$ cat src/rtl/cpu_fetch_pkg.sv
// Shared types and constants for the instruction fetch path.
// The 16-bit word and address widths and the fetch FSM encoding live here.
package cpu_fetch_pkg;

   localparam int unsigned INSTR_W = 16;
   localparam int unsigned ADDR_W  = 16;
   localparam int unsigned PC_STEP = 2;

   typedef enum logic [1:0] {
      IDLE,
      REQ,
      DISCARD
   } fetch_state_t;

   // Sequential instruction address; wraps modulo 2^ADDR_W.
   function automatic logic [ADDR_W-1:0] pc_next(input logic [ADDR_W-1:0] pc);
      return pc + ADDR_W'(PC_STEP);
   endfunction

endpackage

$ cat src/rtl/fetch_fifo.sv
// Circular buffer of {instr, pc} entries with head/tail/count and synchronous flush.
// The parent guarantees it never pushes into a full buffer.
module fetch_fifo
   import cpu_fetch_pkg::*;
#(
   parameter int unsigned DEPTH = 4,
   localparam int unsigned PTR_W = $clog2(DEPTH),
   localparam int unsigned CNT_W = $clog2(DEPTH + 1)
) (
   input  logic               clock,
   input  logic               reset,
   input  logic               flush,
   input  logic               push,
   input  logic [INSTR_W-1:0] push_instr,
   input  logic [ADDR_W-1:0]  push_pc,
   input  logic               pop,
   output logic [INSTR_W-1:0] head_instr,
   output logic [ADDR_W-1:0]  head_pc,
   output logic [CNT_W-1:0]   count
);

   logic [INSTR_W+ADDR_W-1:0] mem_q [DEPTH];
   logic [PTR_W-1:0]          head_q, head_d;
   logic [PTR_W-1:0]          tail_q, tail_d;
   logic [CNT_W-1:0]          count_q, count_d;

   always_comb begin
      head_d  = head_q;
      tail_d  = tail_q;
      count_d = count_q;
      if (flush) begin
         head_d  = '0;
         tail_d  = '0;
         count_d = '0;
      end else begin
         if (push) tail_d = tail_q + 1'b1;
         if (pop)  head_d = head_q + 1'b1;
         unique case ({push, pop})
            2'b10:   count_d = count_q + 1'b1;
            2'b01:   count_d = count_q - 1'b1;
            default: count_d = count_q;
         endcase
      end
   end

   always_ff @(posedge clock or posedge reset) begin
      if (reset) begin
         head_q  <= '0;
         tail_q  <= '0;
         count_q <= '0;
      end else begin
         head_q  <= head_d;
         tail_q  <= tail_d;
         count_q <= count_d;
      end
   end

   // Payload storage needs no reset; count gates its visibility.
   always_ff @(posedge clock) begin
      if (push && !flush) mem_q[tail_q] <= {push_instr, push_pc};
   end

   assign head_instr = mem_q[head_q][INSTR_W+ADDR_W-1:ADDR_W];
   assign head_pc    = mem_q[head_q][ADDR_W-1:0];
   assign count      = count_q;

endmodule

$ cat src/rtl/fetch_queue.sv
// Instruction prefetch queue: single-outstanding fetch FSM, slot reservation and redirect flush.
// Define FETCH_QUEUE_BYPASS_EN to forward an acked word straight to the outputs when empty.
module fetch_queue
   import cpu_fetch_pkg::*;
#(
   parameter int unsigned       DEPTH        = 4,
   parameter logic [ADDR_W-1:0] RESET_VECTOR = 16'h0000
) (
   input  logic               clock,
   input  logic               reset,
   input  logic               redirect,
   input  logic [ADDR_W-1:0]  redirect_addr,
   input  logic               pop,
   output logic               instr_valid,
   output logic [INSTR_W-1:0] instr,
   output logic [ADDR_W-1:0]  instr_pc,
   output logic [ADDR_W-1:0]  next_pc,
   output logic               mem_req,
   output logic [ADDR_W-1:0]  mem_addr,
   input  logic               mem_ack,
   input  logic [INSTR_W-1:0] mem_rdata
);

   localparam int unsigned CNT_W = $clog2(DEPTH + 1);

   fetch_state_t       state_q, state_d;
   logic [ADDR_W-1:0]  fetch_addr_q, fetch_addr_d;
   logic [ADDR_W-1:0]  mem_addr_q, mem_addr_d;
   logic [ADDR_W-1:0]  fetch_addr_inc, redirect_even;
   logic [CNT_W-1:0]   count;
   logic [CNT_W:0]     count_after;
   logic [INSTR_W-1:0] head_instr;
   logic [ADDR_W-1:0]  head_pc;
   logic               q_valid, q_pop, ack_take, bypass, push, slot_free;

   assign q_valid        = (count != '0);
   assign q_pop          = pop & q_valid;
   assign ack_take       = (state_q == REQ) & mem_ack & ~redirect;
   assign fetch_addr_inc = pc_next(fetch_addr_q);
   assign redirect_even  = redirect_addr & ~ADDR_W'(1);

`ifdef FETCH_QUEUE_BYPASS_EN
   assign bypass = ack_take & ~q_valid;
`else
   assign bypass = 1'b0;
`endif

   // A bypassed word that is popped in the same cycle never occupies a slot.
   assign push        = ack_take & ~(bypass & pop);
   assign count_after = {1'b0, count} + (CNT_W + 1)'(push) - (CNT_W + 1)'(q_pop);
   assign slot_free   = count_after < (CNT_W + 1)'(DEPTH);

   always_comb begin
      state_d      = state_q;
      fetch_addr_d = fetch_addr_q;
      mem_addr_d   = mem_addr_q;
      unique case (state_q)
         IDLE: begin
            if (redirect) begin
               fetch_addr_d = redirect_even;
            end else if (slot_free) begin
               state_d    = REQ;
               mem_addr_d = fetch_addr_q;
            end
         end
         REQ: begin
            if (redirect) begin
               fetch_addr_d = redirect_even;
               state_d      = mem_ack ? IDLE : DISCARD;
            end else if (mem_ack) begin
               fetch_addr_d = fetch_addr_inc;
               if (slot_free) mem_addr_d = fetch_addr_inc;
               else           state_d    = IDLE;
            end
         end
         DISCARD: begin
            // The stale request stays up until acked; its data is dropped.
            if (redirect) fetch_addr_d = redirect_even;
            if (mem_ack)  state_d      = IDLE;
         end
         default: state_d = IDLE;
      endcase
   end

   always_ff @(posedge clock or posedge reset) begin
      if (reset) begin
         state_q      <= IDLE;
         fetch_addr_q <= RESET_VECTOR;
         mem_addr_q   <= RESET_VECTOR;
      end else begin
         state_q      <= state_d;
         fetch_addr_q <= fetch_addr_d;
         mem_addr_q   <= mem_addr_d;
      end
   end

   fetch_fifo #(
      .DEPTH (DEPTH)
   ) u_fifo (
      .clock      (clock),
      .reset      (reset),
      .flush      (redirect),
      .push       (push),
      .push_instr (mem_rdata),
      .push_pc    (mem_addr_q),
      .pop        (q_pop),
      .head_instr (head_instr),
      .head_pc    (head_pc),
      .count      (count)
   );

   assign mem_req     = (state_q != IDLE);
   assign mem_addr    = mem_addr_q;
   assign instr_valid = q_valid | bypass;
   assign instr       = q_valid ? head_instr : (bypass ? mem_rdata  : '0);
   assign instr_pc    = q_valid ? head_pc    : (bypass ? mem_addr_q : '0);
   assign next_pc     = pc_next(instr_pc);

endmodule

$ cat config.mk
export PLATFORM = sky130hd
export DESIGN_NAME = fetch_queue
export DESIGN_NICKNAME = d
export VERILOG_FILES = /design/src/rtl/cpu_fetch_pkg.sv /design/src/rtl/fetch_fifo.sv /design/src/rtl/fetch_queue.sv
export SDC_FILE = /design/constraint.sdc
export NUM_CORES = 1
export LEC_CHECK = 0
export ABC_AREA = 0
export CORE_UTILIZATION = 30
export CTS_BUF_LIST = sky130_fd_sc_hd__clkbuf_8
export DETAILED_ROUTE_END_ITERATION = 6
export PLACE_DENSITY = 0.54
export SETUP_SLACK_MARGIN = 0.15
export SYNTH_ARGS = -nofsm -noshare
export SYNTH_HDL_FRONTEND = slang
export SYNTH_SLANG_ARGS = --single-unit
$ cat constraint.sdc
create_clock -name clock -period 3.2 [get_ports clock]
set_input_delay 0.32 -clock clock [delete_from_list [all_inputs] [get_ports clock]]
set_output_delay 0.32 -clock clock [all_outputs]
set_load 0.01 [all_outputs]
# Word level (Yosys, flattened, before mapping)
# Memories as Yosys holds them, arrays and structs flattened.
# Cells that the tools add are included.
dict set report word_totals {
  register_bits 41
  ram_bits 128
  output_inout_bits 66
  word_cells 75
  mem_count 1
}
# memory depth word_bits rd rd_clocked_by_memory_dff wr line
set memory_table {}
lappend memory_table {u_fifo.mem_q 4 32 1 0 1 fetch_fifo.sv:22} ;# logic [INSTR_W+ADDR_W-1:0] mem_q [DEPTH];
dict set report classes {
  n_addsub 8
  magnitude_cmp 1
  n_eq_ne 13
  mux 28
  bitwise 4
  reduce_logical 14
}
# operator count
set ops {}
lappend ops {{two-way mux 16 bit} 10}
lappend ops {{case mux 16 bit (2 select lines)} 2}
lappend ops {{adder 16 x 2 -> 16 bit, second input constant} 2}
lappend ops {{two-way mux 2 bit} 11}
lappend ops {{inequality test 2 bit, second input constant} 6}
lappend ops {{nonzero test 2 bit} 5}
lappend ops {{inequality test 3 bit, second input constant} 2}
lappend ops {{case mux 2 bit (3 select lines)} 1}
lappend ops {{case mux 3 bit (2 select lines)} 1}
lappend ops {{AND reduction 6 bit} 1}
lappend ops {{nonzero test 3 bit} 2}
lappend ops {{AND reduction 5 bit} 1}
lappend ops {{adder 2 x 1 -> 2 bit, second input constant} 2}
lappend ops {{adder 3 x 1 -> 4 bit} 1}
lappend ops {{equality test 2 x 1 -> 1 bit, second input constant} 2}
lappend ops {{equality test 2 bit, second input constant} 2}
lappend ops {{< comparator 4 x 3 -> 1 bit, second input constant} 1}
lappend ops {{subtractor 4 x 1 -> 4 bit} 1}
lappend ops {{adder 3 x 1 -> 3 bit, second input constant} 1}
lappend ops {{AND 1 bit} 3}
lappend ops {{two-way mux 3 bit} 1}
lappend ops {{AND reduction 3 bit} 1}
lappend ops {{subtractor 3 x 1 -> 3 bit, second input constant} 1}
lappend ops {{zero test 2 bit} 1}
lappend ops {{6 further kinds} 7}

# Longest topological paths before layout
dict set report logic_depth {
  ltp_word 10
  mapped_depth 11
}

# By module
# Synthesis repeated with hierarchy kept, for this count alone.
dict set report unflattened {
  hier_cells 505
  hier_area_um2 7648.6
}
# mod n_inst cells_per_inst area_each_um2 seq_area_each_um2
set modules_own_cells {}
lappend modules_own_cells {fetch_fifo 1 210 5096.1 4018.9}
lappend modules_own_cells {fetch_queue 1 295 2552.4 800.8}

# Worst setup path after synthesis
# OpenSTA, ideal clock, no wires.
dict set report synth_timing {
  path_kind {register to output}
  startpoint {register u_fifo.count_q[2] (netlist: u_fifo.count[2])}
  endpoint {output port next_pc[15]}
  arrival_time_ns 2.474
  required_ns 2.880
  path_slack_ns 0.406
  stages_incl_launch_ff 12
  path_buffers 2
  path_cell_list {dfrtp_1 -> nor3_1 -> inv_2 -> buf_2 -> clkbuf_1 -> nand2_1 -> inv_1 -> ha_1 -> nand4_1 -> nor2_1 -> a31o_2 -> a21oi_1}
}
dict set report synth_via {
  elab_chain_len 3
}
# item line
set synth_rtl {}
lappend synth_rtl {{start: declaration} fetch_fifo.sv:25} ;# logic [CNT_W-1:0] count_q, count_d;
lappend synth_rtl {{start signal: assignment} fetch_fifo.sv:54} ;# count_q <= count_d;
lappend synth_rtl {{nonzero test 3 bit} fetch_queue.sv:36} ;# assign q_valid = (count != '0);
lappend synth_rtl {{net instr_valid} fetch_queue.sv:14} ;# output logic instr_valid,
lappend synth_rtl {{two-way mux 16 bit} fetch_queue.sv:116} ;# assign instr_pc = q_valid ? head_pc : (bypass ? mem_addr_q : '0);
lappend synth_rtl {{net instr_pc[1]} fetch_queue.sv:16} ;# output logic [ADDR_W-1:0] instr_pc,
lappend synth_rtl {{adder 16 x 2 -> 16 bit} cpu_fetch_pkg.sv:17} ;# return pc + ADDR_W'(PC_STEP);
lappend synth_rtl {{end: declaration} fetch_queue.sv:17} ;# output logic [ADDR_W-1:0] next_pc,
# The timed path passes the listed nets, and every way through them passes these cells.

# Worst setup path in the final report
dict set report layout_timing {
  startpoint {register u_fifo.head_q[0]}
  endpoint {output port next_pc[14]}
}
dict set report layout_via {
  elab_chain_len 3
}
# item line
set layout_rtl {}
lappend layout_rtl {{start: declaration} fetch_fifo.sv:23} ;# logic [PTR_W-1:0] head_q, head_d;
lappend layout_rtl {{start signal: assignment} fetch_fifo.sv:48} ;# head_q <= '0;
lappend layout_rtl {{start signal: assignment} fetch_fifo.sv:52} ;# head_q <= head_d;
lappend layout_rtl {{memory (4 x 32 bit)} -}
lappend layout_rtl {{two-way mux 16 bit} fetch_queue.sv:116}
lappend layout_rtl {{adder 16 x 2 -> 16 bit} cpu_fetch_pkg.sv:17}
# Every way passes these cells.

==> impl_metrics.csv <==
group,metric,value,unit
sta,finalHoldViolations,0,
cells_and_area,fin_nets,696,
floorplanning,die_w,160,um
sta,setup_tns,0,ns
route,post_drt_wl_per_cell,17.3,um
cells_and_area,antenna_cells,0,
synth,synth_xor_area_frac,0.0348,
synth,synth-compound-area-share,0.0479,
synth,syn_area,7520,um2
floorplanning,core,24500,um2
clocking,clock-root-buffer,"clkbuf_8",
synth,muxShareOfSynthArea,0.126,
synth,synth_top_family_by_area,"multiplexers",
critical_path,r2r_cells,8,
synth,synth_seq_cells,163,
clocking,cts.sinks,163,
critical_path,worst_path_largest_cell_delay,0.53,ns
cells_and_area,area_delta_synth_final,26.0,%
hold_path,hp-class,"primary input to asynchronous set/reset pin",
critical_path,cp_slowest_cell,"or4_4",
floorplanning,placementRows,57,
global_route,overflow,0,
critical_path,regToRegSetupSlack,0.69,ns
pwr,pwr_density_cell,881,nW/um2
cells_and_area,stdcell_count,986,
sta,finalCritPeriodShare,0.933,
floorplanning,die_h,160,um
synth,synth_top_area_cell,"edfxtp_1",
synth,synth_area_per_cell,14.2,um2
place,placed_cells,942,
sta,rsz0062_at_grt,"true",
route,first_pass_iters,4,
synth,synthAdderAreaFrac,0.0160,
critical_path,start_kind,"flip-flop",
synth,synth-main-ff-cell,"edfxtp_1",
flow_run,cap_violations,0,
critical_path,crit_path_cell_trace,"buf_6 -> buf_12 -> mux4_2 -> o2111a_1 -> nand2_1 -> or4_4 -> xnor2_2 -> buf_2",
pwr,p_leak,0.00342,uW
global_route,grt_max_degree,32,
place,finalWeightedCongestion,0.826,
floorplanning,initial_core_util,0.308,
clocking,h-tree-depth,4,
route,vias_per_cell,4.69,
synth,syn_inst,530,
critical_path,cp_top_family,"simple AND/OR/NAND/NOR gates",
pwr,ir_worst_vdd,0.375,mV
synth,synth.most_common_cell,"edfxtp_1",
critical_path,path_class,"flip-flop to output pin",
sta,drv_slew,0,
synth,synth_edf_count,124,
synth,seq_area_frac_synth,0.625,
synth,synth_warnings,0,
critical_path,rr_startpoint,"u_fifo.count[0]$_DFFE_PP0P_",
clocking,clk_path_buf_depth,2,
clocking,clk_latency,0.45,ns
floorplanning,dieArea,25700,um2
critical_path,worstPathRequired,2.88,ns
clocking,cts-hold-fix-buffers,0,
sta,worstMarginPinSlew,0.687,ns
sta,worst_clock_skew,0.0136,ns
global_route,grt_pass1_vias,4723,
floorplanning,num_io_pins,103,
critical_path,cp-end-kind,"output pin",
synth,synth_top_area_frac,0.495,
clocking,cts_buffers,17,
synth,synth_cell_types,56,
global_route,grt_antenna_before_repair,0,
place,portBuffers,98,
outcome,outcome,"finished clean",
route,ant_nets,0,
critical_path,arrival,2.67,ns
cells_and_area,drive_gt1_frac,0.216,
clocking,cts_tree,"yes",
clocking,clkTransAtPathRegs,0.09,ns
sta,min_period,2.99,ns
sta,slew_headroom,0.541,
critical_path,path_depth,8,
critical_path,reg2reg_to,"mem_addr[3]$_DFFE_PP0P_",
synth,synth_top_cells_by_count,"edfxtp_1 (124), nor2_1 (41), dfrtp_1 (39)",
route,dr.first_iter.drc_count,283,
global_route,grt_usage,0.138,
route,drc_errors,0,
sta,finalSetupViolCount,0,
global_route,grt_pass1_wl,26900,um
synth,yosys-top-cells-area,"edfxtp_1 (49%), dfrtp_1 (13%), mux4_2 (9.6%)",
critical_path,cp_max_fo,13,
critical_path,path_buf_inv,3,
sta,max_freq,0.335,GHz
route,finalWirelength,17000,um
place,hpwl,11600,um
synth,synthSimpleGateAreaFrac,0.119,
route,routed-via-count,4627,
synth,synthArstFlopShare,0.239,
## power breakdown
| group | internal (uW) | switching [uW] |
|---|---|---|
| Sequential | 2670 | 397 |
| Clock | 637 | 829 |
| Combinational | 2060 | 1760 |
| Total | 5360 | 2990 |
## metrics by stage
stage | setup slack (ns) | hold WS, ns | util | instance area, um2 | power [uW]
floorplan | 0.406 | 0.386 | - | 7530 | 5180
global placement | 0.215 | 0.494 | 0.366 | 8950 | 6770
detailed placement | 0.183 | 0.510 | 0.366 | 8950 | 6850
CTS | 0.0350 | 0.256 | 0.384 | 9400 | 8360
global route | 0.0849 | 0.313 | 0.388 | 9480 | 8890
finish | 0.213 | 0.263 | 0.388 | 9480 | 8350
## cell usage in the layout, fill, tap and decap left out, types with 3 or more instances in the layout
cell	Yosys	layout
ha_1	8	7
nor2b_1	4	4
nand2b_1	4	4
and2_1	29	29
a21oi_1	28	28
o21ai_0	16	16
buf_4	4	22
conb_1	1	3
nor2_1	41	40
clkinvlp_4	0	4
buf_2	6	5
and3_1	8	8
mux2_4	10	10
buf_12	1	6
and2_2	5	5
nand3_1	21	21
inv_6	0	4
inv_8	0	3
buf_6	3	3
clkbuf_8	0	17
mux4_2	32	32
xnor2_1	13	12
edfxtp_1	124	124
xor2_1	15	15
o22ai_1	5	5
dfrtp_1	39	38
inv_1	14	13
clkdlybuf4s50_1	0	85
nand4_1	4	4
mux2_2	5	5
nand2_1	36	36
dlygate4sd2_1	0	5
## kinds of logic (layout without fill, tap and decap cells)
group,Yosys count,count (layout)
AOI/OAI and AO/OA,61,61
xor gates and xnor gates,29,29
adders and majority gates,9,9
buffers and inverters,46,176
DFF,163,163
muxes,49,49
other,1,3
and+or+nand+nor,172,172
## cell type report
type,instances,area [um2]
timing repair buffer,130,1290
sequential,163,4700
clock buffer,17,234
tap,324,405
multi-input combinational,323,2650
clock inverter,14,146
inverter,15,56.3
fill,2273,15000
## flip-flops by register name, indices dropped and copies added, names as in the netlist
name / cells
u_fifo.head_q: 2
u_fifo.mem_q: 124
u_fifo.count: 3
mem_addr: 15
u_fifo.tail_q: 2
state_q: 2
fetch_addr_q: 15
## worst max-delay path by stage
stage,start,to
floorplan,u_fifo.count[2]$_DFFE_PP0P_,next_pc[15]
global placement,u_fifo.head_q[0]$_DFFE_PP0P_,next_pc[15]
detailed placement,u_fifo.head_q[0]$_DFFE_PP0P_,next_pc[15]
CTS,u_fifo.head_q[0]$_DFFE_PP0P_,next_pc[15]
global route,u_fifo.head_q[0]$_DFFE_PP0P_,next_pc[15]
finish,u_fifo.head_q[0]$_DFFE_PP0P_,next_pc[14]
## timing repair
action,CTS,global route
gates resized for setup,34,16
endpoints found under the setup margin,12,11
buffers inserted,8,4
pin swaps,3,11
gates cloned,0,1
## worst reg2reg max path: stages (launching register included)
cell and delay [ns]:
dfrtp_1 0.46, nand2b_1 0.20, or2_2 0.28, ha_1 0.29, a31o_4 0.23, mux2i_1 0.13
o32a_1 0.33, buf_12 0.17, mux2_4 0.30
## layer usage
metal  track usage  vias up  wire length [um]
met5             0        -                 0
met4        0.0338        0               156
met3        0.0331       13               953
met2         0.212      163              7880
met1         0.195     2268              8040
li1              -     2183                 -
(Power assumes the default switching activity.)
